<file path="src/rtl/serial_subtractor_8bit_pkg.sv">
// ---------------------------------------------------------------------------
// serial_subtractor_8bit_pkg
//
// Purpose: shared definitions for the bit-serial subtractor.
//   - DEFAULT_WIDTH : default operand/result width
//   - state_t       : FSM state encoding (IDLE / RUN / DONE)
//   - cntWidth()    : bit counter width for a given operand width
//
// Ports: none (package).
// ---------------------------------------------------------------------------
package serial_subtractor_8bit_pkg;

  localparam int DEFAULT_WIDTH = 8;

  typedef enum logic [1:0] {
    IDLE = 2'd0,
    RUN  = 2'd1,
    DONE = 2'd2
  } state_t;

  // The counter only has to reach WIDTH-1. At least one bit is always kept,
  // so the counter never collapses to zero width.
  function automatic int cntWidth(input int width);
    return (width > 2) ? $clog2(width) : 1;
  endfunction

endpackage

</file>
<file path="src/rtl/serial_subtractor_8bit_subtractor_1bit.sv">
// ---------------------------------------------------------------------------
// subtractor_1bit
//
// Purpose: combinational full subtractor. It computes x - y - bin for one bit.
//
// Ports:
//   x    : minuend bit
//   y    : subtrahend bit
//   bin  : borrow in from the less significant bit
//   d    : difference bit
//   bout : borrow out to the more significant bit
// ---------------------------------------------------------------------------
module subtractor_1bit (
  input  logic x,
  input  logic y,
  input  logic bin,
  output logic d,
  output logic bout
);

  // A borrow is generated when x=0 and y=1. When x equals y, the incoming
  // borrow passes through to bout.
  always_comb begin
    d    = x ^ y ^ bin;
    bout = (~x & y) | (~(x ^ y) & bin);
  end

endmodule

</file>
<file path="src/rtl/serial_subtractor_8bit.sv">
// ---------------------------------------------------------------------------
// serial_subtractor_8bit
//
// Purpose: bit-serial two's-complement subtractor. It computes
// diff = a - b - borrow_in over WIDTH clock cycles, LSB first. A single
// full-subtractor cell is reused on every cycle. Results stay registered
// until the next operation completes.
//
// Optional feature macro: SERIAL_SUB_OVF_EN
//   - When defined, the block computes a signed overflow flag from the
//     captured operand sign bits.
//   - When undefined, overflow is tied to 0.
//
// Parameters:
//   WIDTH      : operand/result width (2..32)
//
// Ports:
//   clk        : system clock, rising edge
//   rst_n      : asynchronous active-low reset
//   start      : operation request
//   a, b       : minuend / subtrahend, captured on accept
//   borrow_in  : initial borrow, captured on accept
//   busy       : high while the operation is running
//   done       : one-cycle pulse when the result is valid
//   diff       : registered result
//   borrow_out : final borrow (1 = unsigned a < b + borrow_in)
//   overflow   : signed overflow flag
// ---------------------------------------------------------------------------
module serial_subtractor_8bit
  import serial_subtractor_8bit_pkg::*;
#(
  parameter int WIDTH = DEFAULT_WIDTH
) (
  input  logic             clk,
  input  logic             rst_n,
  input  logic             start,
  input  logic [WIDTH-1:0] a,
  input  logic [WIDTH-1:0] b,
  input  logic             borrow_in,
  output logic             busy,
  output logic             done,
  output logic [WIDTH-1:0] diff,
  output logic             borrow_out,
  output logic             overflow
);

  localparam int                CNT_W    = cntWidth(WIDTH);
  localparam logic [CNT_W-1:0] LAST_BIT = CNT_W'(WIDTH - 1);

  state_t           r_state;
  state_t           w_nextState;
  logic [WIDTH-1:0] r_aShift;
  logic [WIDTH-1:0] r_bShift;
  logic [WIDTH-2:0] r_dShift;
  logic [WIDTH-1:0] r_diff;
  logic [WIDTH-1:0] w_shiftIn;
  logic [CNT_W-1:0] r_count;
  logic             r_borrow;
  logic             r_borrowOut;
  logic             w_accept;
  logic             w_lastBit;
  logic             w_d;
  logic             w_bout;

  // A start request is accepted in IDLE, and also in DONE so that
  // operations can run back to back.
  assign w_accept  = start && ((r_state == IDLE) || (r_state == DONE));
  assign w_lastBit = (r_state == RUN) && (r_count == LAST_BIT);

  // r_dShift holds the difference bits produced so far, with the newest bit
  // at the top. Adding the current bit gives the full result on the last
  // cycle.
  assign w_shiftIn = {w_d, r_dShift};

  subtractor_1bit u_sub (
    .x   (r_aShift[0]),
    .y   (r_bShift[0]),
    .bin (r_borrow),
    .d   (w_d),
    .bout(w_bout)
  );

  // State register.
  always_ff @(posedge clk or negedge rst_n) begin
    if (!rst_n) begin
      r_state <= IDLE;
    end else begin
      r_state <= w_nextState;
    end
  end

  // Next-state logic. DONE lasts one cycle unless a new start arrives.
  always_comb begin
    w_nextState = r_state;
    case (r_state)
      IDLE:    w_nextState = start ? RUN : IDLE;
      RUN:     w_nextState = (r_count == LAST_BIT) ? DONE : RUN;
      DONE:    w_nextState = start ? RUN : IDLE;
      default: w_nextState = IDLE;
    endcase
  end

  // Handshake outputs are decoded directly from the state.
  always_comb begin
    busy = 1'b0;
    done = 1'b0;
    case (r_state)
      RUN:     busy = 1'b1;
      DONE:    done = 1'b1;
      default: begin
        busy = 1'b0;
        done = 1'b0;
      end
    endcase
  end

  // Serial datapath:
  //   - Operands shift right, so bit 0 is always the bit being processed.
  //   - The output registers update only on the final bit. Partial results
  //     never reach diff.
  always_ff @(posedge clk or negedge rst_n) begin
    if (!rst_n) begin
      r_aShift    <= '0;
      r_bShift    <= '0;
      r_dShift    <= '0;
      r_diff      <= '0;
      r_count     <= '0;
      r_borrow    <= 1'b0;
      r_borrowOut <= 1'b0;
    end else if (w_accept) begin
      r_aShift <= a;
      r_bShift <= b;
      r_borrow <= borrow_in;
      r_count  <= '0;
    end else if (r_state == RUN) begin
      r_aShift <= r_aShift >> 1;
      r_bShift <= r_bShift >> 1;
      r_dShift <= w_shiftIn[WIDTH-1:1];
      r_borrow <= w_bout;
      r_count  <= r_count + CNT_W'(1);
      if (w_lastBit) begin
        r_diff      <= w_shiftIn;
        r_borrowOut <= w_bout;
      end
    end
  end

  assign diff       = r_diff;
  assign borrow_out = r_borrowOut;

`ifdef SERIAL_SUB_OVF_EN
  logic r_aSign;
  logic r_bSign;
  logic r_overflow;

  // Overflow occurs when the operand signs differ and the result sign
  // differs from the minuend sign. The sign bits are captured on accept
  // because the inputs may change during the run. The flag updates together
  // with diff.
  always_ff @(posedge clk or negedge rst_n) begin
    if (!rst_n) begin
      r_aSign    <= 1'b0;
      r_bSign    <= 1'b0;
      r_overflow <= 1'b0;
    end else if (w_accept) begin
      r_aSign <= a[WIDTH-1];
      r_bSign <= b[WIDTH-1];
    end else if (w_lastBit) begin
      r_overflow <= (r_aSign != r_bSign) && (w_d != r_aSign);
    end
  end

  assign overflow = r_overflow;
`else
  assign overflow = 1'b0;
`endif

endmodule

</file>
<file path="config.mk">
export PLATFORM = sky130hd
export DESIGN_NAME = serial_subtractor_8bit
export DESIGN_NICKNAME = d
export VERILOG_FILES = /design/src/rtl/serial_subtractor_8bit_pkg.sv /design/src/rtl/serial_subtractor_8bit_subtractor_1bit.sv /design/src/rtl/serial_subtractor_8bit.sv
export SDC_FILE = /design/constraint.sdc
export NUM_CORES = 1
export LEC_CHECK = 0
export ABC_AREA = 0
export BUFFER_PORTS_ARGS = -buffer_cell sky130_fd_sc_hd__buf_4
export CORE_MARGIN = 2
export CORE_UTILIZATION = 35
export CTS_BUF_LIST = sky130_fd_sc_hd__clkbuf_16
export CTS_CLUSTER_SIZE = 20
export DETAILED_ROUTE_END_ITERATION = 8
export HOLD_SLACK_MARGIN = 0.02
export SLEW_MARGIN = 0
export SYNTH_ARGS = -nofsm -noshare
export SYNTH_HDL_FRONTEND = slang
export SYNTH_HIERARCHICAL = 1
export SYNTH_SLANG_ARGS = --single-unit
</file>
<file path="constraint.sdc">
create_clock -name clk -period 1.4 [get_ports clk]
set_input_delay 0.14 -clock clk [delete_from_list [all_inputs] [get_ports clk]]
set_output_delay 0.14 -clock clk [all_outputs]
set_load 0.1 [all_outputs]
</file>
==> flow_metrics.env <==
export IMPL_syn_inst=136
export IMPL_vias_per_cell=4.74
export IMPL_path_class="flip-flop to flip-flop"
export IMPL_cp_slowest_cell="dfrtp_1"
export IMPL_power_mw=6.17
export IMPL_power_density_nw_per_um2=2550
export IMPL_leakagePower_nw=1.19
export IMPL_clk_latency_ns=0.28
export IMPL_slew_viol_final=0
export IMPL_root_buffer="clkbuf_16"
export IMPL_rows=26
export IMPL_die_h_um=77.8
export IMPL_synth_area_leaders="dfrtp_1 (50%), mux2i_1 (25%), mux2_4 (7.1%), mux2_2 (5.3%), buf_6 (1.8%)"
export IMPL_critical_path_arrival_ns=1.62
export IMPL_track_usage_pct=12.2
export IMPL_ys_seq_area_share_pct=49.8
export IMPL_post_route_period_util_pct=104
export IMPL_setup_violations_final=10
export IMPL_crit_path_max_incr_delay_ns=0.39
export IMPL_vdd_drop_max_uv=1160
export IMPL_ys_ff_latch=38
export IMPL_io_buffers=30
export IMPL_hold_violations=0
export IMPL_startpoint_type="flip-flop"
export IMPL_rsz0062_at_grt="yes"
export IMPL_die_x_um=77.8
export IMPL_area_growth_pct=26.9
export IMPL_period_minus_slack_ns=1.46
export IMPL_endpoint_kind="flip-flop"
export IMPL_drt_initial_drc_count=30
export IMPL_syn_avg_cell_area_um2=14.0
export IMPL_yosysUniqueCellTypes=21
export IMPL_p_comb_share_pct=50.9
export IMPL_ant_nets=0
export IMPL_clock_skew_ns=0.00296
export IMPL_antenna_cells=0
export IMPL_max_freq_mhz=686
export IMPL_hp_class="input port to flip-flop"
export IMPL_numCtsBuffers=5
export IMPL_tns_ns=-0.499
export IMPL_synth_top_area_share_pct=49.8
export IMPL_fill_cells=492
export IMPL_grt_pass1_vias=1253
export IMPL_multiInputGateArea_um2=863
export IMPL_cp_max_fo=10
export IMPL_grt_overflow_total=0
export IMPL_seq_area_um2=952
export IMPL_dp_hpwl_um=2420
export IMPL_start_util_pct=36.9
export IMPL_clock_path_buffers=2
export IMPL_die_area_um2=6060
export IMPL_synth_top_cells_by_count="mux2i_1 (47), dfrtp_1 (38), mux2_2 (9), mux2_4 (9), inv_1 (6)"
export IMPL_antenna_found_initial=0
export IMPL_switchingPower_mw=2.63
export IMPL_place_congestion=0.707
export IMPL_drt_pass1_iter_count=3
export IMPL_outcome="finished with violations"
export IMPL_required_ns=1.56
export IMPL_synthArstFlopShare_pct=100
export IMPL_core_area_um2=5170
export IMPL_violations="negative setup slack"
export IMPL_p_seq_share_pct=32.4
export IMPL_ios=32
export IMPL_wl_per_cell_um=13.8
export IMPL_synth_nets=159
export IMPL_yosys_warnings=6
export IMPL_fin_nets=197
export IMPL_clockPowerShare_pct=16.7
export IMPL_layout_cells_non_filler=244
export IMPL_ys_flop_type="dfrtp_1"
export IMPL_vias=1156
export IMPL_cts_htree_levels=2
export IMPL_path_clk_slew_ns=0.05
export IMPL_finalWorstSetupSlack_ns=-0.0581
export IMPL_grt_max_degree=39
export IMPL_dp_cells=235
export IMPL_cts_sinks=38
export IMPL_p_int_mw=3.53
export IMPL_totalWireLength_um=3360
export IMPL_yosysMostFrequentCell="mux2i_1"
export IMPL_synth_area_leader_cell="dfrtp_1"
export IMPL_drcViolationCount=0
export IMPL_swShare_pct=42.7
export IMPL_syn_area_um2=1910
export IMPL_worstPathCellList="ha_2, ha_4, nand3b_1, buf_12, mux2_4"
export IMPL_synth_edf_count=0
export IMPL_grt_first_pass_wirelength_um=5780
export IMPL_cap_violations=0
export IMPL_critPathBufInv=1
export IMPL_critPathTopFamily="flip-flops"
export IMPL_drive_gt1_share_pct=39.1
export IMPL_tritoncts="built"
metal layers:
layer  wire, um  global-route usage (%)  vias to the layer above
li1           -                       -                      550
met3        203                    4.53                        7
met5          0                       0                        -
met4         48                    3.75                        0
met1       1420                    13.6                      566
met2       1690                    21.4                       33
path summary, 6_finish.rpt:
kind                            start     endpoint  slack, ns  depth (start not counted)
max                        r_count[1]      diff[0]      -0.06                          5
min                              b[0]  r_bShift[0]       0.15                          3
max reg2reg                r_count[1]      diff[0]      -0.06                          5
min reg2reg                   diff[7]      diff[7]       0.51                          1
max in group asynchronous       rst_n   r_state[0]       0.67                          2
min in group asynchronous       rst_n   r_count[0]       0.38                          2
power groups by stage:
stage / Clock (mW) / Combinational (mW) / Sequential (mW)
floorplan: 0 / 1.54 / 2.87
global placement: 0 / 3.02 / 1.98
detailed placement: 0 / 3.11 / 2.02
CTS: 1.06 / 3.17 / 2.01
global route: 1.11 / 3.33 / 2.08
finish: 1.03 / 3.14 / 2.00
tightest hold or removal path, stage by stage:
cell,delay [ns]
buf_4,0.08
mux2i_1,0.05
mux2i_1,0.11
flip-flops by register name, indices dropped and copies added, names as in the netlist:
register / count
r_aShift: 8
borrow_out: 1
r_state: 2
r_dShift: 7
r_count: 3
diff: 8
r_borrow: 1
r_bShift: 8
through the flow:
step	instance area, um2	hold WS (ns)	utilization [%]	worst slack, ns
global route	2420	0.151	46.8	-0.0864
CTS	2400	0.150	46.5	-0.0708
global placement	2240	0.127	43.2	0.00210
finish	2420	0.150	46.8	-0.0581
detailed placement	2240	0.145	43.2	-0.0616
floorplan	1920	-0.156	-	0.0160
layout by cell type, fill, tap and decap left out:
cell type,count
mux2i_1,47
dfrtp_1,37
buf_4,35
mux2_4,9
mux2_2,9
inv_1,7
clkbuf_16,5
a22o_1,3
buf_12,3
nand3_1,2
o21ai_0,2
nor2b_4,1
nand2b_1,1
clkinvlp_4,1
o22ai_1,1
nand3b_1,1
nor2_1,1
xnor2_1,1
ha_2,1
ha_4,1
conb_1,1
dlygate4sd3_1,1
buf_8,1
buf_6,1
dfrtp_2,1
fa_1,1
logic make-up after synthesis:
| logic type | share of synthesized area, % |
|---|---|
| muxes | 37.0 |
| and+or+nand+nor | 1.77 |
| adders and majority gates | 2.36 |
| xor gates and xnor gates | 0.459 |
| AOI/OAI and AO/OA | 2.23 |
| other | 0.197 |
| DFF | 49.8 |
| buffers and inverters | 6.10 |
cell type report:
cell class              instances  area share, %
well taps                      70           3.62
flip-flops and latches         38           39.3
inverters                       6           1.09
multi-input cells              82           35.7
clock inverters                 2          0.310
repair buffers                 41           14.8
clock buffers                   5           5.17
timing repair:
action	4_1_cts	5_1_grt
endpoints found under the setup margin	11	11
hold endpoints to repair	38	0
hold buffers	1	0
resized for setup	6	2
buffers inserted	0	1
pin swaps	0	0
Power figures use the tool's default switching activity.
